$ cat src/rtl/frame_decode.sv
// frame_decode: turns the PCD->PICC Modified Miller sequence stream
// (X/Y/Z/ERROR) into SOC, data-bit, EOC and error pulses.
//
// Ports:
//   clk, rst_n     clock, asynchronous active-low reset
//   seq, seq_valid decoded sequence and its one-cycle strobe
//   idle           sequence_decode idle flag (aborts an open frame)
//   soc, eoc       start / end of communication pulses
//   data,          decoded bit, qualified by
//   data_valid     its one-cycle strobe
//   error          framing error pulse (frame aborted)
//   bit_count      data bits emitted in the current frame (saturating)

package frame_decode_pkg;
    typedef enum logic [1:0] {
        SEQ_X     = 2'd0,
        SEQ_Y     = 2'd1,
        SEQ_Z     = 2'd2,
        SEQ_ERROR = 2'd3
    } pcd_bit_seq_e;
endpackage

module frame_decode
    import frame_decode_pkg::*;
#(
    parameter int BIT_COUNT_WIDTH = 10
) (
    input  logic                       clk,
    input  logic                       rst_n,
    input  pcd_bit_seq_e               seq,
    input  logic                       seq_valid,
    input  logic                       idle,
    output logic                       soc,
    output logic                       eoc,
    output logic                       data,
    output logic                       data_valid,
    output logic                       error,
    output logic [BIT_COUNT_WIDTH-1:0] bit_count
);

    typedef enum logic {
        S_IDLE = 1'b0,
        S_DATA = 1'b1
    } state_e;

    typedef enum logic [1:0] {
        P_SOC = 2'd0,
        P_X   = 2'd1,
        P_Y   = 2'd2,
        P_Z   = 2'd3
    } prev_e;

    localparam logic [BIT_COUNT_WIDTH-1:0] CNT_MAX = '1;

    state_e state_q, state_d;
    prev_e  prev_q, prev_d;
    logic   pend_q, pend_d;
    logic   pend_vld_q, pend_vld_d;

    logic soc_q, soc_d;
    logic eoc_q, eoc_d;
    logic data_q, data_d;
    logic dv_q, dv_d;
    logic err_q, err_d;
    logic [BIT_COUNT_WIDTH-1:0] cnt_q, cnt_d;

    // Action strobes shared by the next-state and output processes.
    logic go_soc, go_emit, go_eoc, go_err;

    // State register (includes frame context and registered outputs).
    always_ff @(posedge clk or negedge rst_n) begin
        if (!rst_n) begin
            state_q    <= S_IDLE;
            prev_q     <= P_SOC;
            pend_q     <= 1'b0;
            pend_vld_q <= 1'b0;
            soc_q      <= 1'b0;
            eoc_q      <= 1'b0;
            data_q     <= 1'b0;
            dv_q       <= 1'b0;
            err_q      <= 1'b0;
            cnt_q      <= '0;
        end else begin
            state_q    <= state_d;
            prev_q     <= prev_d;
            pend_q     <= pend_d;
            pend_vld_q <= pend_vld_d;
            soc_q      <= soc_d;
            eoc_q      <= eoc_d;
            data_q     <= data_d;
            dv_q       <= dv_d;
            err_q      <= err_d;
            cnt_q      <= cnt_d;
        end
    end

    // Next-state logic. A decoded bit is held as "pending" until the
    // following sequence proves it is data and not the EOC "0".
    always_comb begin
        state_d    = state_q;
        prev_d     = prev_q;
        pend_d     = pend_q;
        pend_vld_d = pend_vld_q;
        go_soc     = 1'b0;
        go_emit    = 1'b0;
        go_eoc     = 1'b0;
        go_err     = 1'b0;

        unique case (state_q)
            S_IDLE: begin
                if (seq_valid && seq == SEQ_Z) begin
                    go_soc     = 1'b1;
                    state_d    = S_DATA;
                    prev_d     = P_SOC;
                    pend_vld_d = 1'b0;
                end
            end
            S_DATA: begin
                if (seq_valid) begin
                    unique case (seq)
                        SEQ_X: begin
                            go_emit    = pend_vld_q;
                            pend_d     = 1'b1;
                            pend_vld_d = 1'b1;
                            prev_d     = P_X;
                        end
                        SEQ_Z: begin
                            if (prev_q == P_X) begin
                                go_err = 1'b1;
                            end else begin
                                go_emit    = pend_vld_q;
                                pend_d     = 1'b0;
                                pend_vld_d = 1'b1;
                                prev_d     = P_Z;
                            end
                        end
                        SEQ_Y: begin
                            if (prev_q == P_X) begin
                                go_emit    = pend_vld_q;
                                pend_d     = 1'b0;
                                pend_vld_d = 1'b1;
                                prev_d     = P_Y;
                            end else if (prev_q == P_SOC) begin
                                go_err = 1'b1;
                            end else begin
                                go_eoc = 1'b1;
                            end
                        end
                        SEQ_ERROR: begin
                            go_err = 1'b1;
                        end
                    endcase
                end else if (idle) begin
                    go_err = 1'b1;
                end

                if (go_err || go_eoc) begin
                    state_d    = S_IDLE;
                    pend_vld_d = 1'b0;
                end
            end
        endcase
    end

    // Output logic: next values of the registered pulses and counter.
    always_comb begin
        soc_d  = go_soc;
        eoc_d  = go_eoc;
        err_d  = go_err;
        dv_d   = go_emit;
        data_d = go_emit ? pend_q : data_q;
        cnt_d  = cnt_q;
        if (go_soc) begin
            cnt_d = '0;
        end else if (go_emit && cnt_q != CNT_MAX) begin
            cnt_d = cnt_q + BIT_COUNT_WIDTH'(1);
        end
    end

    assign soc        = soc_q;
    assign eoc        = eoc_q;
    assign data       = data_q;
    assign data_valid = dv_q;
    assign error      = err_q;
    assign bit_count  = cnt_q;

endmodule

$ cat config.mk
export PLATFORM = sky130hd
export DESIGN_NAME = frame_decode
export DESIGN_NICKNAME = d
export VERILOG_FILES = /design/src/rtl/frame_decode.sv
export SDC_FILE = /design/constraint.sdc
export NUM_CORES = 1
export LEC_CHECK = 0
export BUFFER_PORTS_ARGS = -buffer_cell sky130_fd_sc_hd__buf_2
export CELL_PAD_IN_SITES_DETAIL_PLACEMENT = 1
export CELL_PAD_IN_SITES_GLOBAL_PLACEMENT = 2
export CORE_ASPECT_RATIO = 0.8
export CORE_UTILIZATION = 33
export DETAILED_ROUTE_END_ITERATION = 6
export GPL_TIMING_DRIVEN = 0
export PLACE_DENSITY_LB_ADDON = 0.08
export SYNTH_ARGS = -nofsm -noshare
export SYNTH_HDL_FRONTEND = slang
export SYNTH_SLANG_ARGS = --single-unit
$ cat constraint.sdc
create_clock -name clk -period 2 [get_ports clk]
set_input_delay 0.1 -clock clk [delete_from_list [all_inputs] [get_ports clk]]
set_output_delay 0.1 -clock clk [all_outputs]
set_load 0.05 [all_outputs]
# == Yosys cells after proc, flatten, opt, wreduce, memory -nomap -nowiden ==
# Cells that the tools add are included.
# classes
eq_ne,16
muxes,41
addsub,1
bitwise_logic,1
n_reduce_logical,10
# ops
operator,n
$mux W1,27
$mux W10,2
$reduce_and A5 Y1,3
$pmux W1 S3,4
$add A10 B1 Y10 const B,1
$ne A10 B10 Y1 const B,1
$mux W2,4
$ne A2 B2 Y1 const B,4
$ne A3 B3 Y1 const B,2
$pmux W2 S3,1
$ne A5 B1 Y1 const B,1
$eq A2 B1 Y1 const B,2
$eq A2 B2 Y1 const B,2
$logic_not A2 Y1,2
$ne A4 B1 Y1 const B,1
$ne A4 B3 Y1 const B,1
$ne A4 B4 Y1 const B,1
$pmux W1 S2,2
$pmux W2 S2,1
$ne A3 B2 Y1 const B,1
$reduce_bool A3 Y1,1
$logic_and A1 B1 Y1,2
$reduce_bool A2 Y1,1
$logic_or A1 B1 Y1,1
$not A1 Y1,1
# word_totals
out_inout_bits,15
word_cells,79
regBits,20
in_bits,6

# == Logic depth before layout (Yosys ltp) ==
# Gate-level depths: netlist (run 1).
# logic_depth
depth_word,9
depth_mapped,8
depth_no_buf,7

# == Worst setup path after synthesis (run 1) ==
# Ideal clock, no wire load.
# synth_path
path_type,register to register
start,reg cnt_q[0] (netlist: bit_count[0])
end,reg cnt_q[6] (netlist: bit_count[6])
setup_ps,148
synth_period_minus_slack_ps,1945
arrival_time_ps,1797
required_ps,1852
path_slack_ps,55
path_buffers,0
path_stages_with_launch,6
path_cell_list,dfrtp_1 ha_1 and4_1 and3_1 or4_1 mux2i_1
# synth_via
elab_chain_len,3
word_cells_on_any_way,6
classes_between,add/sub (1); eq/ne (1); mux (2); reduce/logical (2)
# synth_rtl
item,line_no,source
"start, declared",65,"logic [BIT_COUNT_WIDTH-1:0] cnt_q, cnt_d;"
"start signal, assigned",93,cnt_q <= cnt_d;
$add A10 B1 Y10 or $ne A10 B10 Y1 (tied branches),"176, 175",
$mux W10 or $logic_and A1 B1 Y1 (tied branches),175,end else if (go_emit && cnt_q != CNT_MAX) begin
$mux W10 or $reduce_bool A2 Y1 (tied branches),n/a,
# Several ways; a longest one is shown, not always the timed one. The select of a mux whose other input is x is not followed.
# A chain may end at the register's enable or synchronous reset.

# == Final worst setup path (run 1) ==
# layout_path
start,reg prev_q[1]
end,reg cnt_q[4] (netlist: bit_count[4])
# layout_via
elab_chain_len,7
word_cells_on_any_way,8
classes_between,eq/ne (1); mux (5); reduce/logical (2)
# layout_rtl
item,line_no,source
"start, declared",56,"prev_e prev_q, prev_d;"
"start signal, assigned",85,prev_q <= prev_d;
$eq A2 B1 Y1 *,"128, 138",
$mux W1 (on tied branches),"138, 128",
$pmux W1 S3 *,120,unique case (seq)
$mux W1 *,119,if (seq_valid) begin
$mux W1 *,109,unique case (state_q)
net dv_d,63,"logic dv_q, dv_d;"
$logic_and A1 B1 Y1 *,175,
$reduce_bool A2 Y1 (no line) *,n/a,
# The timed path passes the listed nets; every way through them passes the cells marked *.

==> metrics.md, run 1 <==
| Metric | Value |
|---|---|
| Post-synth top cells | dfrtp_1, nand2_1, nand3_1, mux2i_1, o21ai_0 |
| CP Buf/Inv Count | 2 |
| Share of the synthesized area in the top cell type | 44.30% |
| Antenna violations before repair | 0 |
| Final Non-Filler Cells | 180 |
| Setup TNS | 0 ns |
| Worst-path fanout max | 10 |
| Port bufs | 19 |
| Post-synthesis sequential area ratio | 44.30% |
| Top-count cell post-synth | dfrtp_1 |
| CP max-delay cell | or4b_1 |
| Mean Syn Cell Area | 9.657 sq um |
| Crit-path cells | or4b_1, o311ai_2, buf_4, inv_2, nand4_2, mux2i_1 |
| Final instance area | 1326 sq um |
| DP Wirelength | 2.093 mm |
| Root Buffer | clkbuf_8 |
| Worst reg2reg startpoint | prev_q[1]$_DFFE_PN0P_ |
| ANT cells | 0 |
| Total GRT Usage | 17.11% |
| Slew margin rel. | 67.07% |
| Worst path max stage delay | 0.54 ns |
| Gp weighted congestion | 0.7465 |
| Levels on crit path | 6 |
| Max clock buf depth | 2 |
| Final Net Count | 153 |
| GR Layer Usage met1 | 25.10% |
| Pwr per Cell Area | 741.9 nW/um^2 |
| Total setup buffers inserted after CTS | 0 |
| Clock Pin Slew Worst Setup and Hold Paths | 0.07 ns |
| DP Area | 1275 sq um |
| CTS buffer count | 3 |
| R2r worst-path depth | 6 |
| Final setup fails | 0 |
| Max reg flops | 10 |
| Element type at the critical path start | flip-flop |
| Vias in the first global route | 921 |
| Via count | 965 |
| R2R Setup Slk | 0.20 ns |
| First-pass GRT wire length | 4.554 mm |
| Design Power | 0.9839 mW |
| Final Cycle Share | 90.20% |
| Cts hold-fix bufs | 1 |
| Antenna Nets Post-Route | 0 |
| Synth async-reset ratio | 100.0% |
| Ys Warns | 0 |
| Clk_skew | 0.004950 ns |
| Total Routed Length | 2.754 mm |
| Slew of the pin with the lowest slew margin | 0.4889 ns |
| Nature of the critical path endpoint | flip-flop |
| Worst-Skew Late Latency | 0.25 ns |
| Logic pwr share | 23.6% |
| Post-synth top area cell | dfrtp_1 |
| H-tree depth | 1 |
| Reg power frac | 49.9% |
| Synth cell types | 35 |
| Fill count | 378 |
| Initial Util | 35.58% |
| Cells after DPL | 176 |
| Die W | 67.42 microns |
| Setup crit start | prev_q[1]$_DFFE_PN0P_ |
| Kind of critical path | reg -> reg |
| CTS resizes | 0 |
| Hold Path Class | in -> reg |
| P&R area growth vs syn | 17.39% |
| Final hold viol count | 0 |
| Status | finished clean |
| Worst vdd ir | 0.5086 mV |
| CORE AREA | 3176 sq um |
| Hold WS | 0.1886 ns |
| I/O pin count | 21 |
| Post-Synthesis Cells | 117 |
| Worst hold start | seq_valid |
| FF+latch count, synth | 20 |
| EDFF count, synth | 0 |
| DIE AREA | 3663 sq um |
| Mapped cell area | 1130 sq um |
| Area contributors post-synth | dfrtp_1, mux2i_1, ha_1, nand3_1, nand2_1 |
| Die Y | 54.34 microns |
| Grt peak-use layer | met2 |
| Max-slew violations | 0 |
| Site row count | 18 |
| Via density | 5.361 |
| Met2 usage | 25.67% |
| Sw frac | 32.90% |
| Per-cell routed wire length | 15.30 microns |
| Pin count of the biggest net entering global routing | 21 |
| Most used flip-flop cell after synthesis | dfrtp_1 |
| Drt first-iter violations | 31 |
| Total global routing overflow | 0 |
| R2R Path End | bit_count[4]$_DFFE_PN0P_ |
| Clock power share | 26.5% |
| Top delay family on crit path | simple AND/OR/NAND/NOR gates |
| Sw power | 0.3237 mW |
| Met3 Track Usage GR | 4.375% |
| Final min period | 1.804 ns |
| Max-cap violation count | 0 |
| Int Pwr | 0.6602 mW |
| Mapped Nets | 128 |
| Sink Count | 20 |
| Register area | 500.5 sq um |
| RSZ-0062 raised after global routing | no |
| CP arrival | 1.98 ns |
| CTS tree | done |
| Fmax | 554.3 MHz |
| Leakage power | 0.6643 nW |
| Pre-antenna DRT Iters | 4 |
| Crit path capture | bit_count[4]$_DFFE_PN0P_ |
| Data required, critical path | 2.18 ns |
| Area of the multi-input gates | 580.6 sq um |
| Layout cell share with drive strength beyond 1 | 19.29% |
| Remaining DRCs | 0 |
## power by group through the flow
stage | Combinational (mW) | Sequential (mW) | Clock [mW]
after floorplan | 0.107 | 0.552 | 0
after global routing | 0.256 | 0.499 | 0.283
after detailed placement | 0.234 | 0.497 | 0
after global placement | 0.226 | 0.495 | 0
after CTS | 0.236 | 0.491 | 0.274
final | 0.232 | 0.491 | 0.260
## worst min path at each step
stage                                           to  slack (ns)  cells past startpoint
after CTS                            eoc$_DFF_PN0_        0.18                      3
after global routing                 eoc$_DFF_PN0_        0.20                      3
after global placement    bit_count[4]$_DFFE_PN0P_        0.07                      1
final                                eoc$_DFF_PN0_        0.19                      3
after floorplan           bit_count[0]$_DFFE_PN0P_       -0.20                      0
after detailed placement  bit_count[4]$_DFFE_PN0P_        0.08                      1
## stage by stage
stage          util, %  setup slack (ns)
2_1_floorplan        -           0.05463
3_3_place_gp     40.15            0.1098
3_5_place_dp     40.15           0.07518
4_1_cts          41.77            0.1825
5_1_grt          41.77            0.1038
6_report         41.77            0.1960
## layout make-up
cell class,count,area share [%]
clock buffers,3,3.113
flip-flops and latches,20,37.74
plain buffers,3,1.415
inverters,8,2.264
multi-input cells,86,43.77
well taps,40,3.774
repair buffers,20,7.925
## kinds of logic (layout without fill, tap and decap cells)
group	Yosys count	in the layout	share of synthesized area, %
simple gates	50	50	24.92
compound gates	23	23	13.84
flops	20	20	44.30
buf+inv	11	34	4.318
mux	8	8	7.088
fa+ha+maj	5	5	5.537
## placed cells by master (no fill, tap or decap), types with 2 or more instances in the layout
cell type	netlist	routed
or3_1	3	3
dfrtp_1	20	20
o21ai_0	8	8
a221o_1	2	2
a21oi_1	5	5
nor2_1	2	2
inv_1	7	7
buf_2	0	19
buf_4	2	2
mux2i_1	8	8
nand2b_1	2	2
nor3_1	5	5
nand2_1	12	12
and2_1	3	3
and3_1	3	3
nand3_1	10	10
ha_1	5	5
clkbuf_8	0	3
and4_1	2	2
## routing by layer
metal  part of all wire [%]  up-vias
met4                      0        0
met5                      0        -
met1                     55      475
met3                    3.4        0
li1                       -      474
met2                     42       16
## worst min-delay path: stages
cell	delay, ns
buf_4	0.14
nand2_1	0.09
nor2b_1	0.06
Power figures use the tool's default switching activity.
==> run 2, diff against run 1 <==
--- a/config.mk
+++ b/config.mk
@@ -6,6 +6,7 @@
 export NUM_CORES = 1
 export LEC_CHECK = 0
 export BUFFER_PORTS_ARGS = -buffer_cell sky130_fd_sc_hd__buf_2
+export CAP_MARGIN = 20
 export CELL_PAD_IN_SITES_DETAIL_PLACEMENT = 1
 export CELL_PAD_IN_SITES_GLOBAL_PLACEMENT = 2
 export CORE_ASPECT_RATIO = 0.8
==> constraint.sdc (replaced) <==
create_clock -name clk -period 1.7 [get_ports clk]
set_input_delay 0.085 -clock clk [delete_from_list [all_inputs] [get_ports clk]]
set_output_delay 0.085 -clock clk [all_outputs]
set_load 0.05 [all_outputs]
==> run 2 against run 1 <==
  * The flow now finishes with violations (negative setup slack)
  * Sequential share of layout area fell by 3.1 points
  * Final area is 10% higher
  * Cell count is 4.4% higher
  * Die area is the same
  * Sequential power is 17% higher
  * Critical endpoint is now bit_count[0]$_DFFE_PN0P_
  * Largest cell class unchanged
  * Highest routed layer is now met4
==> metrics.md, run 2 (same netlist as run 1, synthesis figures left out) <==
| Metric | Value |
|---|---|
| Total GRT Usage | 19.06% |
| Final Net Count | 160 |
| Via density | 5.410 |
| GR Layer Usage met1 | 28.31% |
| Commonest cells after routing, fill and taps aside | buf_2, dfrtp_1, nand2_1 |
| Commonest non-fill, non-tap cell in the layout | buf_2 |
| Final hold viol count | 0 |
| Worst path max stage delay | 0.43 ns |
| Hold Path Sink | eoc$_DFF_PN0_ |
| Clock Pin Slew Worst Setup and Hold Paths | 0.07 ns |
| Antenna violations before repair | 0 |
| DIE AREA | 3663 sq um |
| Layout cell share with drive strength beyond 1 | 33.78% |
| CTS tree | done |
| Drt first-iter violations | 39 |
| Hold WS | 0.1602 ns |
| Met3 Track Usage GR | 5.000% |
| Sink Count | 20 |
| Die W | 67.42 microns |
| Clk_skew | 0.001483 ns |
| Final core utilization | 46.06% |
| RSZ-0062 raised after global routing | yes |
| Final setup fails | 1 |
| Leakage power | 0.6987 nW |
| First-pass GRT wire length | 4.974 mm |
| R2r worst-path depth | 6 |
| Kind of critical path | reg -> reg |
| DP Worst Slack | -0.2495 ns |
| R2R Path End | bit_count[0]$_DFFE_PN0P_ |
| Initial Util | 35.58% |
| R2R Setup Slk | -0.006 ns |
| Status | finished, violations left |
| Total Routed Length | 2.993 mm |
| Pin count of the biggest net entering global routing | 21 |
| Max-cap violation count | 0 |
| Remaining DRCs | 0 |
| Hold path depth | 3 |
| Crit-path cells | and2b_2, o311ai_4, buf_6, buf_4, or3_1, a21oi_2 |
| Final Cycle Share | 100.4% |
| Hold Path Class | in -> reg |
| CP Buf/Inv Count | 2 |
| Max clock buf depth | 2 |
| CTS buffer count | 3 |
| Met2 usage | 27.83% |
| H-tree depth | 1 |
| Root Buffer | clkbuf_8 |
| Via count | 1017 |
| Worst vdd ir | 0.3868 mV |
| Slew of the pin with the lowest slew margin | 0.5138 ns |
| Gp weighted congestion | 0.8264 |
| Die Y | 54.34 microns |
| Data required, critical path | 1.89 ns |
| P&R area growth vs syn | 29.46% |
| Final Non-Filler Cells | 188 |
| Final min period | 1.706 ns |
| Grt peak-use layer | met1 |
| Slew margin rel. | 65.38% |
| Worst setup margin | -0.006134 ns |
| Design Power | 1.267 mW |
| Max-slew violations | 0 |
| Cells after DPL | 176 |
| I/O pin count | 21 |
| Top delay family on crit path | simple AND/OR/NAND/NOR gates |
| DP Wirelength | 2.083 mm |
| Vias in the first global route | 969 |
| Worst reg2reg startpoint | prev_q[1]$_DFFE_PN0P_ |
| Nature of the critical path endpoint | flip-flop |
| Per-cell routed wire length | 15.92 microns |
| Max reg flops | 10 |
| ANT cells | 0 |
| Worst-path fanout max | 5 |
| Total global routing overflow | 0 |
| Worst-Skew Late Latency | 0.26 ns |
| Pre-antenna DRT Iters | 4 |
| Failing checks | negative setup slack |
| Fmax | 586.1 MHz |
| Site row count | 18 |
| Element type at the critical path start | flip-flop |
| Worst hold start | seq_valid |
| Port bufs | 19 |
| Antenna Nets Post-Route | 0 |
| CORE AREA | 3176 sq um |
| CP max-delay cell | dfrtp_1 |
| Pwr per Cell Area | 866.0 nW/um^2 |
| CP arrival | 1.89 ns |
run 2: cell count changes in the layout (fill, tap and decap cells not counted), moves of 3 or more:
cell,previous run,this run
buf_4,2,8
dfrtp_1,20,15
dfrtp_2,0,5
nand3_1,10,7
nand3_2,0,3
run 2: power by group:
group,total (mW),switching (mW),internal [mW]
sequential,0.575,0.0413,0.534
clock,0.362,0.156,0.206
combinational,0.330,0.209,0.121
total,1.27,0.406,0.861
run 2: area by class of cell:
cell class,count,area (sq um)
Fill cell,366,1713
Multi-Input combinational cell,86,640.6
Sequential cell,20,506.7
Timing Repair Buffer,27,157.7
Clock buffer,4,55.05
Tap cell,40,50.05
Inverter,8,30.03
Buffer,3,22.52
run 2: tightest hold or removal path: stages:
cell	delay, ns
buf_4	0.15
nand2_1	0.09
nor2b_1	0.05
run 2: per-layer routing:
layer  up-vias  part of all wire [%]
met3         4                   3.4
met4         0                  0.57
li1        492                     -
met1       501                    53
met5         -                     0
met2        20                    43
run 2: timing repair:
item                                    in CTS  in global routing
cloned                                       0                  0
hold buffers                                 1                  0
resized for setup                            6                  7
setup buffers                                6                  1
hold endpoints to repair                    20                  0
endpoints found under the setup margin       9                 14
pin swaps                                    1                  0
run 2: per-stage QoR:
| step | TNS (ns) | area [sq um] |
|---|---|---|
| floorplan | -0.07701 | 1147 |
| global route | -0.2772 | 1463 |
| finish | -0.006134 | 1463 |
| global placement | -1.002 | 1292 |
| CTS | 0 | 1426 |
| detailed placement | -1.325 | 1292 |
run 2: how the worst max path moves through the flow:
stage | from | endpoint | cells past startpoint
detailed placement | seq[1] | bit_count[2]$_DFFE_PN0P_ | 9
global placement | seq[1] | bit_count[4]$_DFFE_PN0P_ | 9
CTS | prev_q[0]$_DFFE_PN0P_ | bit_count[2]$_DFFE_PN0P_ | 6
finish | prev_q[1]$_DFFE_PN0P_ | bit_count[0]$_DFFE_PN0P_ | 6
global route | prev_q[1]$_DFFE_PN0P_ | bit_count[5]$_DFFE_PN0P_ | 6
floorplan | bit_count[1]$_DFFE_PN0P_ | bit_count[6]$_DFFE_PN0P_ | 5
==> run 3, diff against run 2 <==
==> config.mk (replaced) <==
export PLATFORM = sky130hd
export DESIGN_NAME = frame_decode
export DESIGN_NICKNAME = d
export VERILOG_FILES = /design/src/rtl/frame_decode.sv
export SDC_FILE = /design/constraint.sdc
export NUM_CORES = 1
export LEC_CHECK = 0
export CAP_MARGIN = 20
export CELL_PAD_IN_SITES_DETAIL_PLACEMENT = 1
export CELL_PAD_IN_SITES_GLOBAL_PLACEMENT = 2
export CORE_ASPECT_RATIO = 0.8
export CORE_UTILIZATION = 37
export DETAILED_ROUTE_END_ITERATION = 6
export DONT_BUFFER_PORTS = 1
export GPL_TIMING_DRIVEN = 0
export PLACE_DENSITY_LB_ADDON = 0.08
export SLEW_MARGIN = 25
export SYNTH_ARGS = -nofsm -noshare
export SYNTH_HDL_FRONTEND = slang
export SYNTH_SLANG_ARGS = --single-unit
==> run 3 against run 2 <==
  * Sequential share of layout area increased by 1.7 points
  * Clock power up 33%
  * Die area shrank 10%
  * Setup slack worse by 0.13 ns
  * Clock skew grew 0.0066 ns
  * Sequential power rose by 15%
  * The flow still finishes with violations (negative setup slack)
  * Final area shrank 3.3%
  * Critical path depth down 1
==> metrics.md, run 3 (same netlist as run 1, synthesis figures left out) <==
| Metric | Value |
|---|---|
| Status | finished, violations left |
| Failing checks | negative setup slack |
| Slew of the pin with the lowest slew margin | 0.6006 ns |
| Root Buffer | clkbuf_8 |
| CP arrival | 1.97 ns |
| Data required, critical path | 1.83 ns |
| Remaining DRCs | 0 |
| Total GRT Usage | 20.04% |
| Leakage power | 0.6034 nW |
| Gp weighted congestion | 0.7652 |
| Via density | 5.583 |
| Vias in the first global route | 993 |
| Max reg flops | 10 |
| Clk_skew | 0.008084 ns |
| Crit path capture | bit_count[6]$_DFFE_PN0P_ |
| Element type at the critical path start | flip-flop |
| Final Non-Filler Cells | 168 |
| Total Routed Length | 2.948 mm |
| Worst vdd ir | 0.7050 mV |
| Top delay family on crit path | simple AND/OR/NAND/NOR gates |
| DP Wirelength | 2.042 mm |
| Slew margin rel. | 59.96% |
| Hold Path Class | in -> reg |
| Commonest cells after routing, fill and taps aside | nand2_1, dfrtp_2, dfrtp_1 |
| H-tree depth | 1 |
| DIE AREA | 3280 sq um |
| CTS buffer count | 3 |
| Sink Count | 20 |
| Site row count | 17 |
| R2R Setup Slk | -0.14 ns |
| Design Power | 1.348 mW |
| I/O pin count | 21 |
| Setup TNS | -0.2492 ns |
| CTS tree | done |
| Max clock buf depth | 2 |
| Drt first-iter violations | 49 |
| RSZ-0062 raised after global routing | yes |
| Final Cycle Share | 108.1% |
| CORE AREA | 2829 sq um |
| Final hold viol count | 0 |
| Kind of critical path | reg -> reg |
| Worst setup margin | -0.1379 ns |
| Worst-path fanout max | 5 |
| Cells after DPL | 155 |
| Clock Pin Slew Worst Setup and Hold Paths | 0.08 ns |
| Antenna Nets Post-Route | 0 |
| Final min period | 1.838 ns |
| Levels on crit path | 5 |
| First-pass GRT wire length | 4.878 mm |
| Antenna violations before repair | 0 |
| Via count | 938 |
| Fmax | 544.1 MHz |
| Port bufs | 0 |
| Worst reg2reg startpoint | bit_count[0]$_DFFE_PN0P_ |
| Max-slew violations | 0 |
| Final Net Count | 142 |
| R2R Path End | bit_count[6]$_DFFE_PN0P_ |
| Total global routing overflow | 0 |
| Die W | 63.78 microns |
| Setup crit start | bit_count[0]$_DFFE_PN0P_ |
| Final core utilization | 49.98% |
| Crit-path cells | ha_4, and4_1, and3_4, or4_4, mux2i_1 |
| Max-cap violation count | 0 |
| Pre-antenna DRT Iters | 4 |
| Final setup fails | 3 |
| Nature of the critical path endpoint | flip-flop |
| ANT cells | 0 |
| Layout cell share with drive strength beyond 1 | 32.31% |
| CP Buf/Inv Count | 0 |
| Die Y | 51.43 microns |
| Initial Util | 39.94% |
| P&R area growth vs syn | 25.14% |
| R2r worst-path depth | 5 |
| CP max-delay cell | dfrtp_2 |
| Pin count of the biggest net entering global routing | 21 |
| Per-cell routed wire length | 17.55 microns |
| Worst path max stage delay | 0.55 ns |
| Worst-Skew Late Latency | 0.26 ns |
| Pwr per Cell Area | 953.4 nW/um^2 |
==> run 3: changes by cell type in the layout (fill, tap and decap cells not counted), sizes merged <==
cell,change
buf,-18
bufinv,+1
clkbuf,-1
==> run 3: layout make-up <==
| type | count | area [sq um] |
|---|---|---|
| well taps | 38 | 47.55 |
| multi-input cells | 86 | 655.6 |
| inverters | 8 | 35.03 |
| fillers | 316 | 1415 |
| plain buffers | 3 | 22.52 |
| repair buffers | 9 | 67.56 |
| clock inverters | 1 | 30.03 |
| clock buffers | 3 | 41.29 |
| flip-flops and latches | 20 | 514.2 |
==> run 3: how the worst min path moves through the flow <==
stage	slack, ns	end	cells after the start	start
after floorplan	-0.21	bit_count[0]$_DFFE_PN0P_	0	rst_n
after global placement	-0.21	eoc$_DFF_PN0_	0	rst_n
after detailed placement	-0.21	eoc$_DFF_PN0_	0	rst_n
after CTS	0.14	pend_q$_DFFE_PN0P_	3	seq[1]
after global routing	0.16	eoc$_DFF_PN0_	3	seq_valid
final	0.15	pend_q$_DFFE_PN0P_	3	seq[1]
==> run 3: where the power goes <==
group | internal (mW) | switching, mW | total [mW] | leakage [nW]
logic | 0.0894 | 0.116 | 0.205 | 0.315
clock network | 0.315 | 0.167 | 0.481 | 0.0357
registers | 0.533 | 0.128 | 0.662 | 0.253
==> run 3: worst register-to-register path, delay by kind of cell (launching register included) <==
kind                     cells  cell delay (ns)
flip-flops                   1             0.55
multiplexers                 1             0.13
adder cells (fa/ha/maj)      1             0.22
AND/OR/NAND/NOR              3             0.80
==> run 3: layer usage <==
metal / part of all wire, % / GRT usage, %
met1: 50 / 27.54
met2: 46 / 32.09
met3: 3.2 / 5.804
met4: 0.24 / 2.273
met5: 0 / 0
==> run 3: repair_timing <==
item                       in CTS  in global routing
setup endpoints to repair      11                 10
buffers inserted                7                  0
pin swaps                       7                  3
hold buffers                    1                  1
hold endpoints to repair       20                 20
resized for setup              13                 12
cloned                          0                  0
==> run 3: metrics by stage <==
| step | area, sq um | hold slack [ns] | worst slack [ns] |
|---|---|---|---|
| floorplan | 1147 | -0.2106 | -0.07701 |
| global placement | 1195 | -0.2102 | -0.1947 |
| detailed placement | 1195 | -0.2102 | -0.2136 |
| CTS | 1368 | 0.1360 | -0.1320 |
| global route | 1414 | 0.1637 | -0.1764 |
| finish | 1414 | 0.1469 | -0.1379 |
